==> src/rtl/pipe_hazard_ctrl_if.sv <==
// Pipeline control bundle: hazard inputs from D/E stages and
// per-stage register update codes back to the datapath.
interface pipe_hazard_ctrl_if #(
    parameter int WAIT_W = 5
);
    logic [5:0]        d_rs;
    logic [5:0]        d_rt;
    logic              d_uses_s;
    logic              d_uses_t;
    logic [1:0]        de_rw;
    logic [4:0]        de_rd;
    logic              de_is_load;
    logic [WAIT_W-1:0] de_wait_time;
    logic              e_redirect;
    logic              de_stop;
    logic              ext_stall;
    logic              resume;
    logic [1:0]        fd_update;
    logic [1:0]        de_update;
    logic [1:0]        ew_update;
    logic              pc_en;
    logic              pc_redirect;
    logic              halted;

    modport master (
        output d_rs, d_rt, d_uses_s, d_uses_t,
        output de_rw, de_rd, de_is_load, de_wait_time,
        output e_redirect, de_stop, ext_stall, resume,
        input  fd_update, de_update, ew_update,
        input  pc_en, pc_redirect, halted
    );

    modport slave (
        input  d_rs, d_rt, d_uses_s, d_uses_t,
        input  de_rw, de_rd, de_is_load, de_wait_time,
        input  e_redirect, de_stop, ext_stall, resume,
        output fd_update, de_update, ew_update,
        output pc_en, pc_redirect, halted
    );
endinterface

==> src/rtl/pipe_hazard_ctrl.sv <==
// Central F/D/E/W sequencer: multi-cycle execute waits, load-use
// stalls, redirects, external freeze and stop/halt handling.
module pipe_hazard_ctrl #(
    parameter int WAIT_W = 5
) (
    input  logic              clk,
    input  logic              rstn,
    pipe_hazard_ctrl_if.slave bus
);
    localparam logic [1:0] UPD_HOLD  = 2'b00;
    localparam logic [1:0] UPD_ADV   = 2'b01;
    localparam logic [1:0] UPD_FLUSH = 2'b10;

    typedef enum logic [1:0] {
        RUN  = 2'd0,
        WAIT = 2'd1,
        HALT = 2'd2
    } state_t;

    state_t            state;
    state_t            state_n;
    logic [WAIT_W-1:0] cnt;
    logic [WAIT_W-1:0] cnt_n;
    logic              waited;
    logic              waited_n;

    logic              haz_s;
    logic              haz_t;
    logic              load_use;
    logic              need_wait;

    logic [1:0]        fd;
    logic [1:0]        de;
    logic [1:0]        ew;
    logic              pc_en;
    logic              pc_redirect;
    logic              halted;

    // The register file select bit must match as well as the index.
    always_comb begin
        haz_s = bus.d_uses_s
              && (bus.de_rw != 2'b00)
              && (bus.de_rw[1] == bus.d_rs[5])
              && (bus.de_rd == bus.d_rs[4:0]);
        haz_t = bus.d_uses_t
              && (bus.de_rw != 2'b00)
              && (bus.de_rw[1] == bus.d_rt[5])
              && (bus.de_rd == bus.d_rt[4:0]);
        load_use  = bus.de_is_load && (haz_s || haz_t);
        need_wait = (bus.de_wait_time != '0) && !waited;
    end

    always_ff @(posedge clk or negedge rstn) begin
        if (!rstn) begin
            state  <= RUN;
            cnt    <= '0;
            waited <= 1'b0;
        end else begin
            state  <= state_n;
            cnt    <= cnt_n;
            waited <= waited_n;
        end
    end

    always_comb begin
        state_n     = state;
        cnt_n       = cnt;
        waited_n    = waited;
        fd          = UPD_ADV;
        de          = UPD_ADV;
        ew          = UPD_ADV;
        pc_en       = 1'b1;
        pc_redirect = 1'b0;
        halted      = 1'b0;

        unique case (state)
            RUN: begin
                if (bus.ext_stall) begin
                    fd    = UPD_HOLD;
                    de    = UPD_HOLD;
                    ew    = UPD_HOLD;
                    pc_en = 1'b0;
                end else if (need_wait) begin
                    fd    = UPD_HOLD;
                    de    = UPD_HOLD;
                    ew    = UPD_FLUSH;
                    pc_en = 1'b0;
                    // This cycle is the first stall cycle of N.
                    if (bus.de_wait_time == WAIT_W'(1)) begin
                        waited_n = 1'b1;
                    end else begin
                        cnt_n   = bus.de_wait_time - WAIT_W'(1);
                        state_n = WAIT;
                    end
                end else if (bus.de_stop) begin
                    fd      = UPD_FLUSH;
                    de      = UPD_FLUSH;
                    pc_en   = 1'b0;
                    state_n = HALT;
                end else if (bus.e_redirect) begin
                    fd          = UPD_FLUSH;
                    de          = UPD_FLUSH;
                    pc_redirect = 1'b1;
                end else if (load_use) begin
                    fd    = UPD_HOLD;
                    de    = UPD_FLUSH;
                    pc_en = 1'b0;
                end
            end
            WAIT: begin
                fd    = UPD_HOLD;
                de    = UPD_HOLD;
                ew    = UPD_FLUSH;
                pc_en = 1'b0;
                if (!bus.ext_stall) begin
                    cnt_n = cnt - WAIT_W'(1);
                    if (cnt == WAIT_W'(1)) begin
                        state_n  = RUN;
                        waited_n = 1'b1;
                    end
                end
            end
            HALT: begin
                fd     = UPD_HOLD;
                de     = UPD_HOLD;
                ew     = UPD_HOLD;
                pc_en  = 1'b0;
                halted = 1'b1;
                if (bus.resume) begin
                    fd      = UPD_FLUSH;
                    de      = UPD_FLUSH;
                    state_n = RUN;
                end
            end
            default: begin
                state_n = RUN;
            end
        endcase

        // Once D/E moves the E instruction is a new one.
        if (de != UPD_HOLD) begin
            waited_n = 1'b0;
        end
    end

    assign bus.fd_update   = fd;
    assign bus.de_update   = de;
    assign bus.ew_update   = ew;
    assign bus.pc_en       = pc_en;
    assign bus.pc_redirect = pc_redirect;
    assign bus.halted      = halted;
endmodule
==> src/flat_wrapper.sv <==
// flat-port wrapper written by rule: the top's interface ports become plain ports
module pipe_hazard_ctrl_flat 
#(
    parameter int WAIT_W = 5
)
  (clk, rstn, bus_d_rs, bus_d_rt, bus_d_uses_s, bus_d_uses_t, bus_de_rw, bus_de_rd, bus_de_is_load, bus_de_wait_time, bus_e_redirect, bus_de_stop, bus_ext_stall, bus_resume, bus_fd_update, bus_de_update, bus_ew_update, bus_pc_en, bus_pc_redirect, bus_halted);
  pipe_hazard_ctrl_if #(.WAIT_W(WAIT_W)) bus_i ();
  input  logic clk;
  input  logic rstn;
  input wire logic [$bits(bus_i.d_rs)-1:0] bus_d_rs;
  input wire logic [$bits(bus_i.d_rt)-1:0] bus_d_rt;
  input wire logic [$bits(bus_i.d_uses_s)-1:0] bus_d_uses_s;
  input wire logic [$bits(bus_i.d_uses_t)-1:0] bus_d_uses_t;
  input wire logic [$bits(bus_i.de_rw)-1:0] bus_de_rw;
  input wire logic [$bits(bus_i.de_rd)-1:0] bus_de_rd;
  input wire logic [$bits(bus_i.de_is_load)-1:0] bus_de_is_load;
  input wire logic [$bits(bus_i.de_wait_time)-1:0] bus_de_wait_time;
  input wire logic [$bits(bus_i.e_redirect)-1:0] bus_e_redirect;
  input wire logic [$bits(bus_i.de_stop)-1:0] bus_de_stop;
  input wire logic [$bits(bus_i.ext_stall)-1:0] bus_ext_stall;
  input wire logic [$bits(bus_i.resume)-1:0] bus_resume;
  output wire logic [$bits(bus_i.fd_update)-1:0] bus_fd_update;
  output wire logic [$bits(bus_i.de_update)-1:0] bus_de_update;
  output wire logic [$bits(bus_i.ew_update)-1:0] bus_ew_update;
  output wire logic [$bits(bus_i.pc_en)-1:0] bus_pc_en;
  output wire logic [$bits(bus_i.pc_redirect)-1:0] bus_pc_redirect;
  output wire logic [$bits(bus_i.halted)-1:0] bus_halted;
  assign bus_i.d_rs = bus_d_rs;
  assign bus_i.d_rt = bus_d_rt;
  assign bus_i.d_uses_s = bus_d_uses_s;
  assign bus_i.d_uses_t = bus_d_uses_t;
  assign bus_i.de_rw = bus_de_rw;
  assign bus_i.de_rd = bus_de_rd;
  assign bus_i.de_is_load = bus_de_is_load;
  assign bus_i.de_wait_time = bus_de_wait_time;
  assign bus_i.e_redirect = bus_e_redirect;
  assign bus_i.de_stop = bus_de_stop;
  assign bus_i.ext_stall = bus_ext_stall;
  assign bus_i.resume = bus_resume;
  assign bus_fd_update = bus_i.fd_update;
  assign bus_de_update = bus_i.de_update;
  assign bus_ew_update = bus_i.ew_update;
  assign bus_pc_en = bus_i.pc_en;
  assign bus_pc_redirect = bus_i.pc_redirect;
  assign bus_halted = bus_i.halted;
  pipe_hazard_ctrl #(.WAIT_W(WAIT_W)) u_core (.clk(clk), .rstn(rstn), .bus(bus_i));
endmodule
==> config.mk <==
export PLATFORM = sky130hd
export DESIGN_NAME = pipe_hazard_ctrl_flat
export DESIGN_NICKNAME = d
export VERILOG_FILES = /design/src/rtl/pipe_hazard_ctrl_if.sv /design/src/rtl/pipe_hazard_ctrl.sv /design/src/flat_wrapper.sv
export SDC_FILE = /design/constraint.sdc
export NUM_CORES = 1
export LEC_CHECK = 0
export BUFFER_PORTS_ARGS = -buffer_cell sky130_fd_sc_hd__buf_4
export CAP_MARGIN = 10
export CORE_ASPECT_RATIO = 1.25
export CORE_UTILIZATION = 30
export DETAILED_ROUTE_END_ITERATION = 10
export PLACE_DENSITY_LB_ADDON = 0.3
export SLEW_MARGIN = 5
export SYNTH_ARGS = -nofsm -noshare
export SYNTH_HDL_FRONTEND = slang
export SYNTH_SLANG_ARGS = --single-unit
==> constraint.sdc <==
create_clock -name clk -period 5.3 [get_ports clk]
set_input_delay 0.265 -clock clk [delete_from_list [all_inputs] [get_ports clk]]
set_output_delay 0.265 -clock clk [all_outputs]
set_load 0.02 [all_outputs]
==> results of run 1 <==
## worst reg2reg max path, stage by stage (launching register included)
cell	delay, ps
dfrtp_1	420
inv_1	140
ha_1	480
or3b_1	400
o41a_1	250
mux2i_1	180
nor3_1	190
## stage by stage
| step | setup slack [ps] | cells | hold WS [ps] |
|---|---|---|---|
| finish | 3010 | 196 | 370 |
| global placement | 3190 | 192 | 88.4 |
| global route | 2810 | 196 | 385 |
| floorplan | 3200 | 119 | -30.6 |
| CTS | 2980 | 196 | 361 |
| detailed placement | 3160 | 192 | 90.9 |
## Yosys cell counts, types with 2 or more instances
master	count	area, um2
nand2_1	4	15.0
o21ai_0	5	25.0
nor4b_2	2	30.0
ha_1	8	100
xnor2_1	9	78.8
nor3b_1	3	22.5
xor2_1	3	26.3
nor2_1	11	41.3
and2_1	2	12.5
dfrtp_1	8	200
mux2i_1	3	30.0
nor3_1	5	25.0
o22a_1	2	17.5
or3_1	2	12.5
o21ai_1	3	15.0
nand4_1	2	12.5
a21oi_1	8	40.0
mux2_2	2	22.5
o2bb2ai_1	2	17.5
inv_1	12	45.0
## cells by family (layout without fill, tap and decap cells)
family / Yosys count / after routing / synth area share, %
fa+ha+maj: 8 / 8 / 10.3
compound gates: 32 / 32 / 22.6
xor+xnor: 12 / 12 / 10.8
buf+inv: 16 / 57 / 7.44
flops: 8 / 8 / 20.5
mux: 5 / 5 / 5.39
simple gates: 38 / 38 / 23.0
## registers in the layout (all words and copies together), names as in the netlist
signal / cells
u_core.cnt: 5
u_core.state: 2
u_core.waited: 1
## power groups by stage
| stage | logic [mW] | registers, mW | clock network [mW] |
|---|---|---|---|
| after CTS | 0.334 | 0.118 | 0.0477 |
| after global routing | 0.367 | 0.123 | 0.0510 |
| final | 0.332 | 0.118 | 0.0462 |
| after global placement | 0.324 | 0.118 | 0 |
| after floorplan | 0.243 | 0.111 | 0 |
| after detailed placement | 0.331 | 0.119 | 0 |
## final cells by class
class	count	area, um2	area share, %
multi-input cells	95	702	52.7
repair buffers	42	318	23.8
flip-flops and latches	8	200	15.0
inverters	12	45.0	3.38
well taps	36	45.0	3.38
clock buffers	3	22.5	1.69
## worst max path at each step
stage | slack [ps] | depth (start not counted) | endpoint | from
2_1_floorplan | 3200 | 7 | bus_fd_update[0] | bus_de_wait_time[0]
3_3_place_gp | 3190 | 6 | u_core.cnt[4] | u_core.state[1]
3_5_place_dp | 3160 | 6 | u_core.cnt[4] | u_core.state[1]
4_1_cts | 2980 | 6 | bus_ew_update[1] | u_core.state[1]
5_1_grt | 2810 | 7 | bus_pc_en | u_core.state[0]
6_report | 3010 | 7 | bus_pc_en | u_core.state[1]
## per-layer routing
metal  part of all wire (%)  vias to the layer above  routed length, um  track usage [%]
met5                      0                        -                  0                0
met4                   0.59                        0                 14             5.92
met3                    4.5                        2                107             1.85
met2                     49                       28               1170             25.9
met1                     45                      449               1070             18.8
li1                       -                      515                  -                -
## repair_timing
action,CTS,global route
buffers inserted,0,0
endpoints found under the hold margin,8,0
hold buffers,1,0
==> run_results.csv, run 1 <==
group,metric,value,unit
yosys,synth_area,975,um2
timing,period_minus_slack,2290,ps
clock_network,cts_made_buffers,3,
worst_hold_path,hp-class,"primary input to async pin",
global_routing,grt_use_total,15.2,%
flow_run,cap_violations,0,
critical_path,setup.worst_path.class,"flop to output pin",
clock_network,cts_tree,"built",
critical_path,crit_slowest_cell,"dfrtp_1",
yosys,syn-num-nets,160,
critical_path,path_buf_inv,2,
critical_path,cpPeakStageDelay,420,ps
yosys,synth_edf_count,0,
critical_path,rr_worst_depth,6,
yosys,yosysWarnings,0,
floorplanning,die_area,3480,um2
critical_path,path_cells,"inv_1 > ha_1 > nand2b_1 > or2_1 > nor2_1 > o2bb2ai_1 > buf_4",
pwr,comb_power_share,66.9,%
critical_path,reg2reg_setup_slack,3170,ps
cells_and_area,insertedDiodeCount,0,
floorplanning,std_cell_rows,22,
pwr,p_total,0.496,mW
floorplanning,die_y,65.7,um
routing,drt-vias-per-instance,5.07,
cells_and_area,area_delta_synth_final,36.7,%
cells_and_area,fill_cells,306,
timing,hold_viol,0,
yosys,netlist-cell-type-count,43,
critical_path,r2r-end,"u_core.cnt[4]",
routing,ant_nets,0,
critical_path,timing.rr.start,"u_core.state[1]",
cells_and_area,final_cell_area,1330,um2
pwr,seqPwrFrac,23.8,%
floorplanning,core-area,3030,um2
routing,vias,994,
floorplanning,start_util,32.2,%
clock_network,cts_max_level,1,
global_routing,grt_overflow,0,
cells_and_area,drive_above_1_share,31.3,%
pwr,ir_drop,0.186,mV
global_routing,antenna_found_initial,0,
global_routing,grt_pass1_vias,991,
yosys,ys_seq_area_share,20.5,%
timing,setup_viol,0,
timing,worstMarginPinSlew,489,ps
clock_network,clk_pin_slew,60,ps
critical_path,start_kind,"flop",
floorplanning,die_x,53.0,um
place,placed_cell_area,1300,um2
cells_and_area,fin_nets,203,
place,portBuffers,41,
yosys,ys_ff_latch,8,
timing,rsz0062_at_grt,"no",
timing,slew_headroom,67.4,%
clock_network,insertion_delay,250,ps
global_routing,grt_max_degree,15,
routing,drt_wl_total,2.36,mm
timing,finalMaxSlewViolations,0,
routing,drc,0,
cells_and_area,final_cell_mix,"buf_4 (41), inv_1 (12), nor2_1 (11)",
timing,setup_tns,0,ps
outcome,status,"finished, final reports clean",
place,gp_congestion,0.752,
pwr,p_leak,0.607,nW
critical_path,cp-end-kind,"output pin",
cells_and_area,final_common_cell,"buf_4",
critical_path,arrival,2030,ps
pwr,p_per_area,373,nW/um2
clock_network,cts_root_buffer,"clkbuf_4",
timing,fin_skew,4.68,ps
routing,drt_first_pass_iters,4,
yosys,synth_cells,119,
clock_network,cts.repair.resized,0,
critical_path,worstPathRequired,5040,ps
timing,fmax,436,MHz
yosys,ys.flop_type,"dfrtp_1",
global_routing,grt_pass1_wl,4.06,mm
place,place_hpwl,1.96,mm
cells_and_area,final_util,44.0,%
clock_network,cts_sinks,8,
yosys,async_flop_share,100,%
timing,period_share,43.3,%
pwr,switchingPower,0.230,mW
pwr,switching_share,46.4,%
pwr,internal_power,0.266,mW
critical_path,critical-path-top-delay-family,"simple AND/OR/NAND/NOR gates",
clock_network,clock_path_buffers,2,
yosys,syn_avg_cell_area,8.19,um2
floorplanning,io_pins,42,
pwr,pwr-share-clk,9.3,%
critical_path,crit_fanout,10,
routing,wl_per_cell,12.0,um
routing,drt-initial-drc-count,15,
No activity file was read; power rests on OpenSTA's default activity.
==> inputs of run 2 (changes only) <==
Clock period 5.3 ns to 1.9 ns, I/O delays scaled along.
==> run_results.csv, run 2 (synthesized netlist as in run 1, its figures left out) <==
group,metric,value,unit
outcome,status,"finished, final reports clean",
place,dp_cells,197,
routing,drt_first_pass_iters,4,
floorplanning,std_cell_rows,22,
timing,fin_skew,1.43,ps
timing,rsz0062_at_grt,"yes",
critical_path,arrival,1750,ps
clock_network,cts_max_level,1,
cells_and_area,insertedDiodeCount,0,
critical_path,critical-path-top-delay-family,"simple AND/OR/NAND/NOR gates",
cells_and_area,largest-register,"u_core.cnt",
critical_path,path_buf_inv,3,
clock_network,cts_tree,"built",
floorplanning,die_area,3480,um2
cells_and_area,final_util,50.0,%
timing,fmax,543,MHz
floorplanning,die_x,53.0,um
routing,drt-vias-per-instance,5.33,
cells_and_area,final_cell_mix,"buf_4 (51), inv_1 (10), nor2_1 (9), xnor2_1 (9)",
cells_and_area,final_cell_area,1510,um2
clock_network,cts_made_buffers,3,
clock_network,clk_pin_slew,60,ps
global_routing,grt_max_degree,14,
critical_path,worstPathRequired,1800,ps
critical_path,setup.worst_path.class,"flop to output pin",
critical_path,crit_slowest_cell,"dfrtp_1",
cells_and_area,seqCellArea,200,um2
global_routing,antenna_found_initial,0,
critical_path,crit_fanout,5,
pwr,p_leak,0.685,nW
floorplanning,start_util,32.2,%
timing,slew_headroom,62.9,%
place,placed_cell_area,1340,um2
cells_and_area,multiInputGateArea,785,um2
critical_path,cp-end-kind,"output pin",
cells_and_area,drive_above_1_share,42.2,%
timing,fin_hold_ws,189,ps
floorplanning,core-area,3030,um2
floorplanning,io_pins,42,
cells_and_area,area_delta_synth_final,55.2,%
timing,finalWorstSetupSlack,57.5,ps
pwr,p_total,1.67,mW
global_routing,grt_use_total,16.8,%
clock_network,clock_path_buffers,2,
place,portBuffers,41,
critical_path,start_kind,"flop",
cells_and_area,fill_cells,280,
routing,ant_nets,0,
timing,period_minus_slack,1840,ps
routing,drt_wl_total,2.77,mm
routing,vias,1115,
global_routing,grt_overflow,0,
timing,hold_viol,0,
pwr,ir_drop,0.729,mV
place,gp_congestion,0.777,
cells_and_area,final_common_cell,"buf_4",
routing,wl_per_cell,13.2,um
routing,drc,0,
routing,drt-initial-drc-count,15,
place,place_ws,-37.6,ps
critical_path,path_cells,"inv_2 > ha_4 > nand2b_4 > buf_4 > or2_4 > nor2_4 > o2bb2ai_1 > buf_4",
critical_path,cpPeakStageDelay,390,ps
cells_and_area,fin_nets,216,
global_routing,grt_pass1_wl,4.42,mm
flow_run,cap_violations,0,
place,place_hpwl,2.07,mm
timing,worstMarginPinSlew,554,ps
critical_path,crit_path_frequent_cell,"buf_4",
timing,period_share,97.0,%
clock_network,insertion_delay,260,ps
clock_network,cts_root_buffer,"clkbuf_4",
floorplanning,die_y,65.7,um
cells_and_area,final_cells,209,
cells_and_area,largest_reg_flops,5,
timing,setup_viol,0,
timing,finalMaxSlewViolations,0,
clock_network,cts_sinks,8,
pwr,p_per_area,1100,nW/um2
timing,setup_tns,0,ps
global_routing,grt_pass1_vias,1100,
cells_and_area,top_regs,"u_core.cnt: 5 flops, u_core.state: 2 flops, u_core.waited: 1 flops",
worst_hold_path,hp-class,"primary input to async pin",
run 2: cell types whose count changed in the layout (fill, tap and decap cells not counted), moves of 2 or more:
cell / delta
buf_4: +10
buf_6: +2
inv_1: -2
inv_2: +2
nor2_1: -2
nor2_4: +2
run 2: power breakdown:
part	internal [mW]	leakage (nW)	total, mW	switching (mW)
Clock	0.0729	0.0138	0.140	0.0667
Sequential	0.246	0.0972	0.335	0.0883
Combinational	0.595	0.574	1.19	0.597
Total	0.914	0.685	1.67	0.752
run 2: metal layers:
metal / GRT usage, % / vias up / share of wire, %
met5: 0 / - / 0
met4: 4.93 / 0 / 0.80
met3: 3.24 / 2 / 5.6
met2: 30.4 / 40 / 53
met1: 19.4 / 530 / 41
li1: - / 543 / -
run 2: final cells by class:
type | count | share of cell area, %
Tap cell | 36 | 2.98
Multi-Input combinational cell | 96 | 51.9
Clock buffer | 3 | 1.49
Inverter | 12 | 2.98
Sequential cell | 8 | 13.2
Timing Repair Buffer | 54 | 27.5
run 2: repair_timing:
item                                   in CTS  in global routing
gates cloned                                0                  1
setup endpoints to repair                   9                  9
hold buffers                                1                  0
resized for setup                           6                 11
pin swaps                                   0                  2
setup buffers                               1                  6
endpoints found under the hold margin       8                  0
run 2: final timing paths:
| path | cells past startpoint | startpoint | slack, ps | to |
|---|---|---|---|---|
| max | 8 | u_core.state[1] | 60 | bus_pc_en |
| min | 2 | rstn | 190 | u_core.cnt[4] |
| max reg2reg | 7 | u_core.state[0] | 70 | u_core.waited |
| min reg2reg | 2 | u_core.cnt[1] | 550 | u_core.cnt[1] |
| max in group asynchronous | 2 | rstn | 1580 | u_core.cnt[1] |
| min in group clk | 4 | bus_de_wait_time[0] | 190 | u_core.cnt[0] |
run 2: worst register-to-register path: stages (launching register included):
cell	delay [ps]
dfrtp_1	390
buf_4	150
ha_1	210
buf_4	190
mux2_2	270
and4b_1	200
o22a_1	180
o221a_1	130
==> inputs of run 3 (changes only) <==
Settings changed: SETUP_SLACK_MARGIN set to 0.02.
Clock period 1.9 ns to 2.1 ns, I/O delays scaled along.
==> run_results.csv, run 3 (synthesized netlist as in run 1, its figures left out) <==
group,metric,value,unit
outcome,status,"finished, final reports clean",
place,gp_congestion,0.769,
global_routing,grt_use_total,15.1,%
routing,drt_wl_total,2.37,mm
timing,worstMarginPinSlew,453,ps
cells_and_area,insertedDiodeCount,0,
timing,period_minus_slack,1970,ps
global_routing,grt_pass1_wl,4.05,mm
routing,drc,0,
clock_network,cts_made_buffers,3,
cells_and_area,final_cells,198,
floorplanning,std_cell_rows,22,
pwr,internal_power,0.696,mW
pwr,p_leak,0.616,nW
cells_and_area,area_delta_synth_final,38.8,%
routing,drt-vias-per-instance,5.09,
timing,fin_skew,7.52,ps
cells_and_area,largest_reg_flops,5,
place,portBuffers,41,
cells_and_area,top_regs,"u_core.cnt: 5 flops, u_core.state: 2 flops, u_core.waited: 1 flops",
floorplanning,start_util,32.2,%
pwr,comb_power_share,66.9,%
critical_path,setup.worst_path.class,"flop to output pin",
clock_network,insertion_delay,260,ps
clock_network,cts_sinks,8,
pwr,p_per_area,951,nW/um2
timing,slew_headroom,69.0,%
clock_network,cts_root_buffer,"clkbuf_4",
pwr,pwr-share-clk,9.8,%
floorplanning,core-area,3030,um2
cells_and_area,final_cell_area,1350,um2
routing,wl_per_cell,12.0,um
critical_path,worstPathRequired,2000,ps
timing,finalMaxSlewViolations,0,
routing,vias,1007,
routing,ant_nets,0,
cells_and_area,largest-register,"u_core.cnt",
critical_path,cp-end-kind,"output pin",
flow_run,cap_violations,0,
floorplanning,io_pins,42,
global_routing,grt_pass1_vias,1000,
timing,setup_tns,0,ps
timing,setup_viol,0,
global_routing,grt_overflow,0,
timing,hold_viol,0,
floorplanning,die_y,65.7,um
critical_path,start_kind,"flop",
routing,drt_first_pass_iters,4,
global_routing,antenna_found_initial,0,
cells_and_area,fin_nets,205,
cells_and_area,final_util,44.7,%
clock_network,clk_pin_slew,60,ps
place,placed_cell_area,1320,um2
timing,period_share,94.0,%
clock_network,clock_path_buffers,2,
routing,drt-initial-drc-count,11,
cells_and_area,drive_above_1_share,33.3,%
cells_and_area,final_common_cell,"buf_4",
place,dp_cells,194,
pwr,p_total,1.29,mW
floorplanning,die_x,53.0,um
timing,rsz0062_at_grt,"no",
floorplanning,die_area,3480,um2
clock_network,cts_max_level,1,
critical_path,arrival,1870,ps
clock_network,post_cts_buffers,0,
critical_path,crit_fanout,6,
cells_and_area,final_cell_mix,"buf_4 (43), inv_1 (12), nor2_1 (10)",
pwr,switchingPower,0.590,mW
critical_path,path_cells,"inv_1 > ha_2 > nand2b_1 > or2_1 > o22ai_1 > buf_4",
worst_hold_path,hp-class,"primary input to async pin",
clock_network,cts_tree,"built",
pwr,ir_drop,0.588,mV
global_routing,grt_max_degree,14,
timing,fmax,507,MHz
pwr,seqPwrFrac,23.3,%
critical_path,crit_slowest_cell,"dfrtp_1",
critical_path,cpPeakStageDelay,420,ps
cells_and_area,fill_cells,313,
place,place_hpwl,1.99,mm
pwr,switching_share,45.9,%
-- run 3: cell count changes in the layout (fill, tap and decap cells not counted), sizes merged --
cell	before	now
buf	53	43
o41a	2	1
-- run 3: layer usage --
layer,vias up,wire [um],part of all wire (%),track usage [%]
met5,-,0,0,0
met3,5,119,5.0,2.08
li1,518,-,-,-
met2,32,1130,48,26.1
met1,452,1090,46,18.7
met4,0,25,1.1,4.93
-- run 3: what timing repair did --
action | in CTS | in global routing
setup endpoints to repair | 0 | 7
gates resized for setup | 0 | 2
hold endpoints to repair | 8 | 0
hold buffers | 1 | 0
-- run 3: worst max-delay path: cells and delay by family, from the launching register on --
kind | cells | cell delay [ps]
buffers and inverters | 2 | 330
AO/OA/AOI/OAI | 1 | 220
adder cells (fa/ha/maj) | 1 | 250
flip-flops | 1 | 420
AND/OR/NAND/NOR | 2 | 390
-- run 3: worst paths after layout --
path / to / cells after the start / start / slack (ps)
worst max-delay path: bus_de_update[0] / 6 / u_core.state[0] / 130
worst min-delay path: u_core.cnt[0] / 2 / rstn / 190
worst max register to register: u_core.cnt[4] / 6 / u_core.state[0] / 130
worst min register to register: u_core.cnt[1] / 2 / u_core.cnt[1] / 520
max in group asynchronous: u_core.state[0] / 2 / rstn / 1770
min in group clk: u_core.cnt[0] / 4 / bus_de_wait_time[0] / 190
-- run 3: per-stage QoR --
stage,worst slack [ps],hold slack [ps]
floorplan,198,-191
global placement,115,-70.9
detailed placement,101,-66.4
CTS,63.3,190
global route,18.5,208
finish,126,190
-- run 3: layout make-up --
class	count	area, um2	area share [%]
Inverter	12	45.0	3.33
Timing Repair Buffer	44	333	24.6
Multi-Input combinational cell	95	707	52.3
Tap cell	36	45.0	3.33
Clock buffer	3	22.5	1.67
Sequential cell	8	200	14.8
-- run 3: power by group through the flow --
stage	logic [mW]	clock network, mW	registers, mW
2_1_floorplan	0.612	0	0.281
3_3_place_gp	0.846	0	0.299
3_5_place_dp	0.857	0	0.302
4_1_cts	0.863	0.128	0.300
5_1_grt	0.950	0.140	0.314
6_report	0.860	0.126	0.300
